$ cat src/rtl/project_stream_unit.sv
// Sequential triangle projector: 4x4 MVP transform on one time-shared row dot product,
// restoring-divider perspective divide, clip test and viewport mapping, one triangle in flight.
//
// state    | meaning
// S_IDLE   | ready for a triangle, matrix may be reloaded
// S_XFORM  | one matrix row per cycle for the current vertex (4 cycles)
// S_DIVIDE | parallel x/y restoring division by Wc (WI+WF cycles)
// S_VIEW   | viewport map and store screen coordinates of the current vertex
// S_DONE   | result valid, held until the sink takes it
module project_stream_unit #(
  parameter int WI     = 8,
  parameter int WF     = 8,
  parameter int SW     = 10,
  parameter int WIDTH  = 640,
  parameter int HEIGHT = 480
) (
  input  logic                  Clk,
  input  logic                  Reset,
  input  logic [16*(WI+WF)-1:0] mvp_in,
  input  logic                  mvp_load,
  input  logic                  tri_valid,
  output logic                  tri_ready,
  input  logic [9*(WI+WF)-1:0]  tri_in,
  output logic                  out_valid,
  input  logic                  out_ready,
  output logic [6*SW-1:0]       proj_triangle,
  output logic                  clip,
  output logic                  busy
);

  localparam int W  = WI + WF;
  localparam int AW = 2*W + 2;
  localparam int CW = (W > 1) ? $clog2(W) : 1;
  localparam logic [W-1:0]         ONE_W   = {{(WI-1){1'b0}}, 1'b1, {WF{1'b0}}};
  localparam logic signed [W-1:0]  MAX_W   = {1'b0, {(W-1){1'b1}}};
  localparam logic signed [W-1:0]  MIN_W   = {1'b1, {(W-1){1'b0}}};
  localparam logic signed [AW-1:0] ACC_MAX = {{(AW-W+1){1'b0}}, {(W-1){1'b1}}};
  localparam logic signed [AW-1:0] ACC_MIN = {{(AW-W+1){1'b1}}, {(W-1){1'b0}}};

  typedef enum logic [2:0] {S_IDLE, S_XFORM, S_DIVIDE, S_VIEW, S_DONE} state_t;

  function automatic logic signed [AW-1:0] sext_acc(input logic [W-1:0] a);
    return $signed({{(AW-W){a[W-1]}}, a});
  endfunction

  function automatic logic signed [W-1:0] sat_acc(input logic signed [AW-1:0] a);
    if (a > ACC_MAX) return MAX_W;
    else if (a < ACC_MIN) return MIN_W;
    else return a[W-1:0];
  endfunction

  function automatic logic [W:0] mag(input logic [W-1:0] a);
    return a[W-1] ? ({1'b0, ~a} + 1'b1) : {1'b0, a};
  endfunction

  function automatic logic signed [W-1:0] q_sat(input logic ovf, input logic neg,
                                                input logic [W-1:0] q);
    if (!neg) return (ovf || q[W-1]) ? MAX_W : $signed(q);
    else if (ovf || (q[W-1] && (|q[W-2:0]))) return MIN_W;
    else return $signed(~q + 1'b1);
  endfunction

  function automatic logic [SW-1:0] to_screen(input int v, input int lim);
    if (v < 0) return '0;
    else if (v > lim) return SW'(lim);
    else return SW'(v);
  endfunction

  state_t              state_q, state_d;
  logic [W-1:0]        mtx_q [16];
  logic [W-1:0]        mtx_d [16];
  logic [W-1:0]        vtx_q [9];
  logic [W-1:0]        vtx_d [9];
  logic [1:0]          vidx_q, vidx_d, row_q, row_d;
  logic signed [W-1:0] xc_q, xc_d, yc_q, yc_d, zc_q, zc_d, wc_q, wc_d;
  logic                wpos_q, wpos_d, xneg_q, xneg_d, yneg_q, yneg_d;
  logic                xovf_q, xovf_d, yovf_q, yovf_d;
  logic [W-1:0]        xrem_q, xrem_d, yrem_q, yrem_d;
  logic [W-1:0]        xlo_q, xlo_d, ylo_q, ylo_d;
  logic [W-1:0]        xquo_q, xquo_d, yquo_q, yquo_d;
  logic [CW-1:0]       cnt_q, cnt_d;
  logic [SW-1:0]       proj_q [6];
  logic [SW-1:0]       proj_d [6];
  logic                out_valid_q, out_valid_d, clip_q, clip_d;
  logic                tri_ready_q, tri_ready_d, busy_q, busy_d;

  logic signed [AW-1:0] acc;
  logic signed [W-1:0]  row_val, qx, qy;
  logic [3:0]           midx, vidx;
  logic                 wc_pos, clip_v, xge, yge;
  logic [W+WF:0]        xdvd, ydvd;
  logic [W-1:0]         xrem0, yrem0, xdiff, ydiff;
  int                   sxv, syv;

  always_comb begin
    state_d     = state_q;
    mtx_d       = mtx_q;
    vtx_d       = vtx_q;
    vidx_d      = vidx_q;
    row_d       = row_q;
    xc_d        = xc_q;
    yc_d        = yc_q;
    zc_d        = zc_q;
    wc_d        = wc_q;
    wpos_d      = wpos_q;
    xneg_d      = xneg_q;
    yneg_d      = yneg_q;
    xovf_d      = xovf_q;
    yovf_d      = yovf_q;
    xrem_d      = xrem_q;
    yrem_d      = yrem_q;
    xlo_d       = xlo_q;
    ylo_d       = ylo_q;
    xquo_d      = xquo_q;
    yquo_d      = yquo_q;
    cnt_d       = cnt_q;
    proj_d      = proj_q;
    out_valid_d = out_valid_q;
    clip_d      = clip_q;
    tri_ready_d = tri_ready_q;

    // Row dot product; the implied w=1.0 term is the column-3 entry shifted up.
    midx = {row_q, 2'd3};
    acc  = sext_acc(mtx_q[midx]) <<< WF;
    vidx = {2'b0, vidx_q} + {1'b0, vidx_q, 1'b0};
    for (int c = 0; c < 3; c++) begin
      midx = {row_q, 2'(c)};
      acc  = acc + sext_acc(mtx_q[midx]) * sext_acc(vtx_q[vidx + 4'(c)]);
    end
    row_val = sat_acc(acc >>> WF);

    wc_pos = !row_val[W-1] && (|row_val);
    clip_v = !wc_pos || (mag(xc_q) > {1'b0, row_val}) || (mag(yc_q) > {1'b0, row_val}) ||
             (mag(zc_q) > {1'b0, row_val});

    // Dividend is |coord|<<WF; its bits above W seed the remainder, the rest shift in.
    xdvd  = {mag(xc_q), {WF{1'b0}}};
    ydvd  = {mag(yc_q), {WF{1'b0}}};
    xrem0 = {{(W-WF-1){1'b0}}, xdvd[W+WF:W]};
    yrem0 = {{(W-WF-1){1'b0}}, ydvd[W+WF:W]};
    xge   = {xrem_q, xlo_q[W-1]} >= {1'b0, wc_q};
    yge   = {yrem_q, ylo_q[W-1]} >= {1'b0, wc_q};
    xdiff = {xrem_q[W-2:0], xlo_q[W-1]} - wc_q;
    ydiff = {yrem_q[W-2:0], ylo_q[W-1]} - wc_q;

    qx  = wpos_q ? q_sat(xovf_q, xneg_q, xquo_q) : '0;
    qy  = wpos_q ? q_sat(yovf_q, yneg_q, yquo_q) : '0;
    sxv = ((int'(qx) + int'(ONE_W)) * WIDTH) >>> (WF + 1);
    syv = ((int'(ONE_W) - int'(qy)) * HEIGHT) >>> (WF + 1);

    case (state_q)
      S_IDLE: begin
        tri_ready_d = 1'b1;
        if (mvp_load) begin
          for (int i = 0; i < 16; i++) mtx_d[i] = mvp_in[i*W +: W];
        end
        if (tri_valid && tri_ready_q) begin
          for (int k = 0; k < 9; k++) vtx_d[k] = tri_in[k*W +: W];
          vidx_d      = 2'd0;
          row_d       = 2'd0;
          clip_d      = 1'b0;
          tri_ready_d = 1'b0;
          state_d     = S_XFORM;
        end
      end
      S_XFORM: begin
        case (row_q)
          2'd0: xc_d = row_val;
          2'd1: yc_d = row_val;
          2'd2: zc_d = row_val;
          default: begin
            wc_d    = row_val;
            wpos_d  = wc_pos;
            clip_d  = clip_q | clip_v;
            xneg_d  = xc_q[W-1];
            yneg_d  = yc_q[W-1];
            xovf_d  = xrem0 >= row_val;
            yovf_d  = yrem0 >= row_val;
            xrem_d  = xrem0;
            yrem_d  = yrem0;
            xlo_d   = xdvd[W-1:0];
            ylo_d   = ydvd[W-1:0];
            xquo_d  = '0;
            yquo_d  = '0;
            cnt_d   = CW'(W - 1);
            state_d = S_DIVIDE;
          end
        endcase
        row_d = row_q + 2'd1;
      end
      S_DIVIDE: begin
        if (xge) xrem_d = xdiff;
        else     xrem_d = {xrem_q[W-2:0], xlo_q[W-1]};
        if (yge) yrem_d = ydiff;
        else     yrem_d = {yrem_q[W-2:0], ylo_q[W-1]};
        xquo_d = {xquo_q[W-2:0], xge};
        yquo_d = {yquo_q[W-2:0], yge};
        xlo_d  = xlo_q << 1;
        ylo_d  = ylo_q << 1;
        if (cnt_q == '0) state_d = S_VIEW;
        else             cnt_d   = cnt_q - 1'b1;
      end
      S_VIEW: begin
        proj_d[{vidx_q, 1'b0}] = to_screen(sxv, WIDTH - 1);
        proj_d[{vidx_q, 1'b1}] = to_screen(syv, HEIGHT - 1);
        if (vidx_q == 2'd2) begin
          out_valid_d = 1'b1;
          state_d     = S_DONE;
        end else begin
          vidx_d  = vidx_q + 2'd1;
          state_d = S_XFORM;
        end
      end
      S_DONE: begin
        if (out_ready) begin
          out_valid_d = 1'b0;
          tri_ready_d = 1'b1;
          state_d     = S_IDLE;
        end
      end
      default: state_d = S_IDLE;
    endcase

    busy_d = (state_d != S_IDLE);
  end

  always_ff @(posedge Clk) begin
    if (Reset) begin
      state_q     <= S_IDLE;
      for (int i = 0; i < 16; i++) mtx_q[i] <= (i % 5 == 0) ? ONE_W : '0;
      for (int k = 0; k < 9; k++) vtx_q[k] <= '0;
      for (int p = 0; p < 6; p++) proj_q[p] <= '0;
      vidx_q      <= '0;
      row_q       <= '0;
      xc_q        <= '0;
      yc_q        <= '0;
      zc_q        <= '0;
      wc_q        <= '0;
      wpos_q      <= 1'b0;
      xneg_q      <= 1'b0;
      yneg_q      <= 1'b0;
      xovf_q      <= 1'b0;
      yovf_q      <= 1'b0;
      xrem_q      <= '0;
      yrem_q      <= '0;
      xlo_q       <= '0;
      ylo_q       <= '0;
      xquo_q      <= '0;
      yquo_q      <= '0;
      cnt_q       <= '0;
      out_valid_q <= 1'b0;
      clip_q      <= 1'b0;
      tri_ready_q <= 1'b0;
      busy_q      <= 1'b0;
    end else begin
      state_q     <= state_d;
      mtx_q       <= mtx_d;
      vtx_q       <= vtx_d;
      proj_q      <= proj_d;
      vidx_q      <= vidx_d;
      row_q       <= row_d;
      xc_q        <= xc_d;
      yc_q        <= yc_d;
      zc_q        <= zc_d;
      wc_q        <= wc_d;
      wpos_q      <= wpos_d;
      xneg_q      <= xneg_d;
      yneg_q      <= yneg_d;
      xovf_q      <= xovf_d;
      yovf_q      <= yovf_d;
      xrem_q      <= xrem_d;
      yrem_q      <= yrem_d;
      xlo_q       <= xlo_d;
      ylo_q       <= ylo_d;
      xquo_q      <= xquo_d;
      yquo_q      <= yquo_d;
      cnt_q       <= cnt_d;
      out_valid_q <= out_valid_d;
      clip_q      <= clip_d;
      tri_ready_q <= tri_ready_d;
      busy_q      <= busy_d;
    end
  end

  for (genvar g = 0; g < 6; g++) begin : g_proj
    assign proj_triangle[g*SW +: SW] = proj_q[g];
  end

  assign tri_ready = tri_ready_q;
  assign out_valid = out_valid_q;
  assign clip      = clip_q;
  assign busy      = busy_q;

endmodule

$ cat config.mk
export PLATFORM = sky130hd
export DESIGN_NAME = project_stream_unit
export DESIGN_NICKNAME = d
export VERILOG_FILES = /design/src/rtl/project_stream_unit.sv
export SDC_FILE = /design/constraint.sdc
export NUM_CORES = 2
export LEC_CHECK = 0
export CAP_MARGIN = 10
export CORE_MARGIN = 3
export CORE_UTILIZATION = 55
export CTS_BUF_LIST = sky130_fd_sc_hd__clkbuf_16
export DETAILED_ROUTE_END_ITERATION = 12
export GPL_TIMING_DRIVEN = 0
export HOLD_SLACK_MARGIN = 0.15
export PLACE_DENSITY_LB_ADDON = 0.05
export SLEW_MARGIN = 20
export SYNTH_ARGS = -nofsm -noshare
export SYNTH_HDL_FRONTEND = slang
export SYNTH_SLANG_ARGS = --single-unit
export TNS_END_PERCENT = 30
$ cat constraint.sdc
create_clock -name Clk -period 17.7 [get_ports Clk]
set_input_delay 2.655 -clock Clk [delete_from_list [all_inputs] [get_ports Clk]]
set_output_delay 2.655 -clock Clk [all_outputs]
set_load 0.05 [all_outputs]
==> summary.txt <==
Antenna Nets Post-Route - 0
multi-input gate area in the final layout - 0.0474 sq mm
TritonCTS clock tree - yes
min-delay worst type - flop to flop
dpl ws - 0.378 ns
Detailed Routing Iterations Pass 1 - 7
clock latency at the later pin of the worst-skew pair - 0.68 ns
CP Class - flop to flop
Initial Util - 55.5%
clock skew - 0.0614 ns
CP arrival - 17.98 ns
Critical Path Sink - yovf_q
worst vdd ir - 0.153 mV
WL per Instance - 25.6 um
Fillers - 10,525
Avg Vias per Cell - 5.86
Placeable Area - 0.118 sq mm
final net count - 9,993
Reg clk slew, reported paths - 0.06 ns
predominant post-synthesis flop cell - dfxtp_1
Fin. Hold Viols - 0
Seq/Total Area, Yosys - 19.0%
global-route wire length before repair - 368,000 um
startpoint types - flop
cts hold-fix bufs - 0
Crit. End Element - flop
asr flop ratio synth - 0%
I/O pins - 469
Cell Pwr Density - 89.3 mW/mm^2
Slew @ Worst Pin - 1.35 ns
Min Clock Period, post-route - 17.41 ns
CP startpoint - vidx_q[0]
die area - 0.124 sq mm
Residual DRC - 0
Min Hold Slack - 0.448 ns
max-slew violation count - 0
Seq. cell area - 0.0125 sq mm
Synth Cell Area - 0.0657 sq mm
Cell Rows - 126
Yosys reg bits - 624
htree depth - 3
Critical Path Stages - 46
via count - 58,001
Most common cell on crit path - fa_1
worst r2r path cells - 46
Warnings, synthesis - 0
Global Route Usage Sum - 41.0%
Overflow after GRT - 0
TritonCTS Buffers - 70
RSZ-0062 raised after global routing - no
kind of cell adding the most delay to the critical path - adder cells
Max clock buf depth - 3
Synth Area per Inst - 8.55 sq um
R2R Path End - yovf_q
fmax - 0.0574 GHz
WP buf/inv - 16
Max Cap Viol - 0
normalized max-slew margin - 10.2%
synth unique cells - 111
endpoints failing setup - 0
Worst R2R Setup Slack - 0.29 ns
# resized after CTS - 0
crit share post-route - 98.3%
area added between synthesis and finish - 14.2%
Post-Syn Instances - 7,692
post-CTS setup buffer count - 0
Post-synth EDFFs - 0
share of layout cells above drive strength 1 - 4.63%
Crit path largest cell delay - 0.97 ns
initial antenna violation count - 12
post-route setup slack - 0.293 ns
vias in the first global route - 57,440
root buffer cell - clkbuf_16
crit-path max FO - 10
die width - 352 um
clk sink count - 624
routability congestion estimate from global placement - 1.07
largest net degree at the start of global routing - 15
port bufs - 468
WL final - 253,000 um
outcome - completed
setup_tns - 0 ns
Worst path slowest cell - a21oi_1
P_leak - 0.0328 uW
dpl hpwl - 216,000 um
DIE HEIGHT - 352 um
initial DRC count - 5,943
CP required - 18.27 ns
Reg2Reg Launch Point - vidx_q[0]
[stage by stage]
| step | instance area [sq um] | util [%] | power (uW) | cells |
|---|---|---|---|---|
| 2_1_floorplan | 65700 | - | 3520 | 7693 |
| 4_1_cts | 75100 | 63.4 | 6590 | 9897 |
| 3_5_place_dp | 72700 | 61.4 | 5060 | 9773 |
| 5_1_grt | 75100 | 63.4 | 6990 | 9898 |
| 3_3_place_gp | 72400 | 61.2 | 4880 | 9761 |
| 6_report | 75100 | 63.4 | 6700 | 9901 |
[where the power goes]
group	internal, uW	leakage, uW	switching, uW
combinational	1160	0.0265	2480
clock	864	0.00116	658
sequential	1470	0.00509	63.8
total	3500	0.0328	3210
[synth_stat cells (28+ instances only)]
master | n | area [sq um]
dfxtp_1 | 624 | 12500
o21a_1 | 44 | 330
a21o_1 | 39 | 293
inv_1 | 1191 | 4470
nor3_1 | 75 | 375
o21ai_0 | 140 | 701
xnor2_1 | 101 | 885
nand2_1 | 1356 | 5090
mux2_2 | 51 | 574
o21ai_1 | 47 | 235
nor2b_1 | 57 | 357
ha_1 | 366 | 4580
fa_1 | 977 | 19600
mux2i_1 | 105 | 1050
mux4_2 | 86 | 1940
a21oi_1 | 627 | 3140
nor2_1 | 609 | 2290
clkbuf_1 | 358 | 1340
a211oi_1 | 97 | 728
or2_2 | 31 | 194
and2_1 | 49 | 307
nand2b_1 | 91 | 569
a31oi_1 | 28 | 175
nand3_1 | 81 | 405
xor2_1 | 61 | 534
a22oi_1 | 46 | 345
[worst reg2reg max path: cells and delay by family (launching register included)]
family	cells	cell delay, ns
AOI/OAI and AO/OA	11	3.78
and+or+nand+nor	5	1.15
DFF	1	0.37
adders and majority gates	13	6.08
xor gates and xnor gates	1	0.54
buffers and inverters	16	5.40
[routing by layer]
metal / GRT usage (%) / vias to the layer above / routed length (um)
li1: - / 25561 / -
met1: 54.2 / 28588 / 99300
met2: 60.8 / 3187 / 107000
met3: 11.1 / 661 / 29500
met4: 23.4 / 4 / 17700
met5: 0 / - / 26
[worst min path at each step]
| stage | start | cells past startpoint | end | slack (ns) |
|---|---|---|---|---|
| 6_report | proj_triangle[32] | 2 | proj_triangle[32] | 0.45 |
| 5_1_grt | proj_triangle[54] | 2 | proj_triangle[54] | 0.46 |
| 4_1_cts | proj_triangle[54] | 2 | proj_triangle[54] | 0.45 |
| 3_5_place_dp | proj_triangle[12] | 2 | proj_triangle[12] | 0.44 |
| 3_3_place_gp | proj_triangle[30] | 2 | proj_triangle[30] | 0.44 |
| 2_1_floorplan | mtx_q[8] | 2 | mtx_q[8] | 0.43 |
[layout by cell type, fill, tap and decap left out, types with 20 or more instances in the layout]
master           synthesis  routed
nand2_1               1356    1356
inv_1                 1191    1200
fa_1                   977     977
dfxtp_1                624     624
nor2_1                 609     609
a21oi_1                627     608
clkdlybuf4s50_1          0     468
ha_1                   366     366
clkbuf_1               358     346
o21ai_0                140     131
mux2i_1                105     105
xnor2_1                101     101
a211oi_1                97      97
nand2b_1                91      91
mux4_2                  86      86
nand3_1                 81      81
nor3_1                  75      74
clkbuf_16                0      72
xor2_1                  61      61
nor2b_1                 57      56
mux2_2                  51      51
and2_1                  49      49
a22oi_1                 46      46
o21ai_1                 47      46
o21a_1                  44      44
a21o_1                  39      39
or2_2                   31      31
a31oi_1                 28      28
or3_1                   24      24
nand4_1                 23      23
buf_1                   27      23
nor4_1                  22      22
o31ai_1                 20      20
[flip-flops by register name, indices dropped and copies added, names as in the netlist, 2 cells and up]
name / count
mtx_q: 256
vtx_q: 144
proj_triangle: 60
wc_q: 16
xc_q: 16
xquo_q: 16
xrem_q: 16
yc_q: 16
yquo_q: 16
yrem_q: 16
zc_q: 16
xlo_q: 8
ylo_q: 8
cnt_q: 4
state_q: 3
row_q: 2
vidx_q: 2
[kinds of logic (layout without fill, tap and decap cells)]
group                    after synthesis  after routing  synth area share (%)
AO/OA/AOI/OAI                       1228           1228                  11.2
XOR/XNOR                             163            163                  2.18
adder cells (fa/ha/maj)             1344           1344                  36.7
buffers and inverters               1591           2195                  9.16
flip-flops                           624            624                  19.0
multiplexers                         244            244                  5.48
other                                  1              6               0.00571
AND/OR/NAND/NOR                     2497           2497                  16.2
[final cells by class]
cell class,instances,area share [%]
Clock inverter,52,0.733
Buffer,398,2.08
Tap cell,1600,2.67
Clock buffer,72,2.40
Multi-Input combinational cell,5478,63.1
Timing Repair Buffer,480,6.42
Antenna cell,4,0.0133
Inverter,1193,5.96
Sequential cell,624,16.6
No activity file was read; power rests on OpenSTA's default activity.
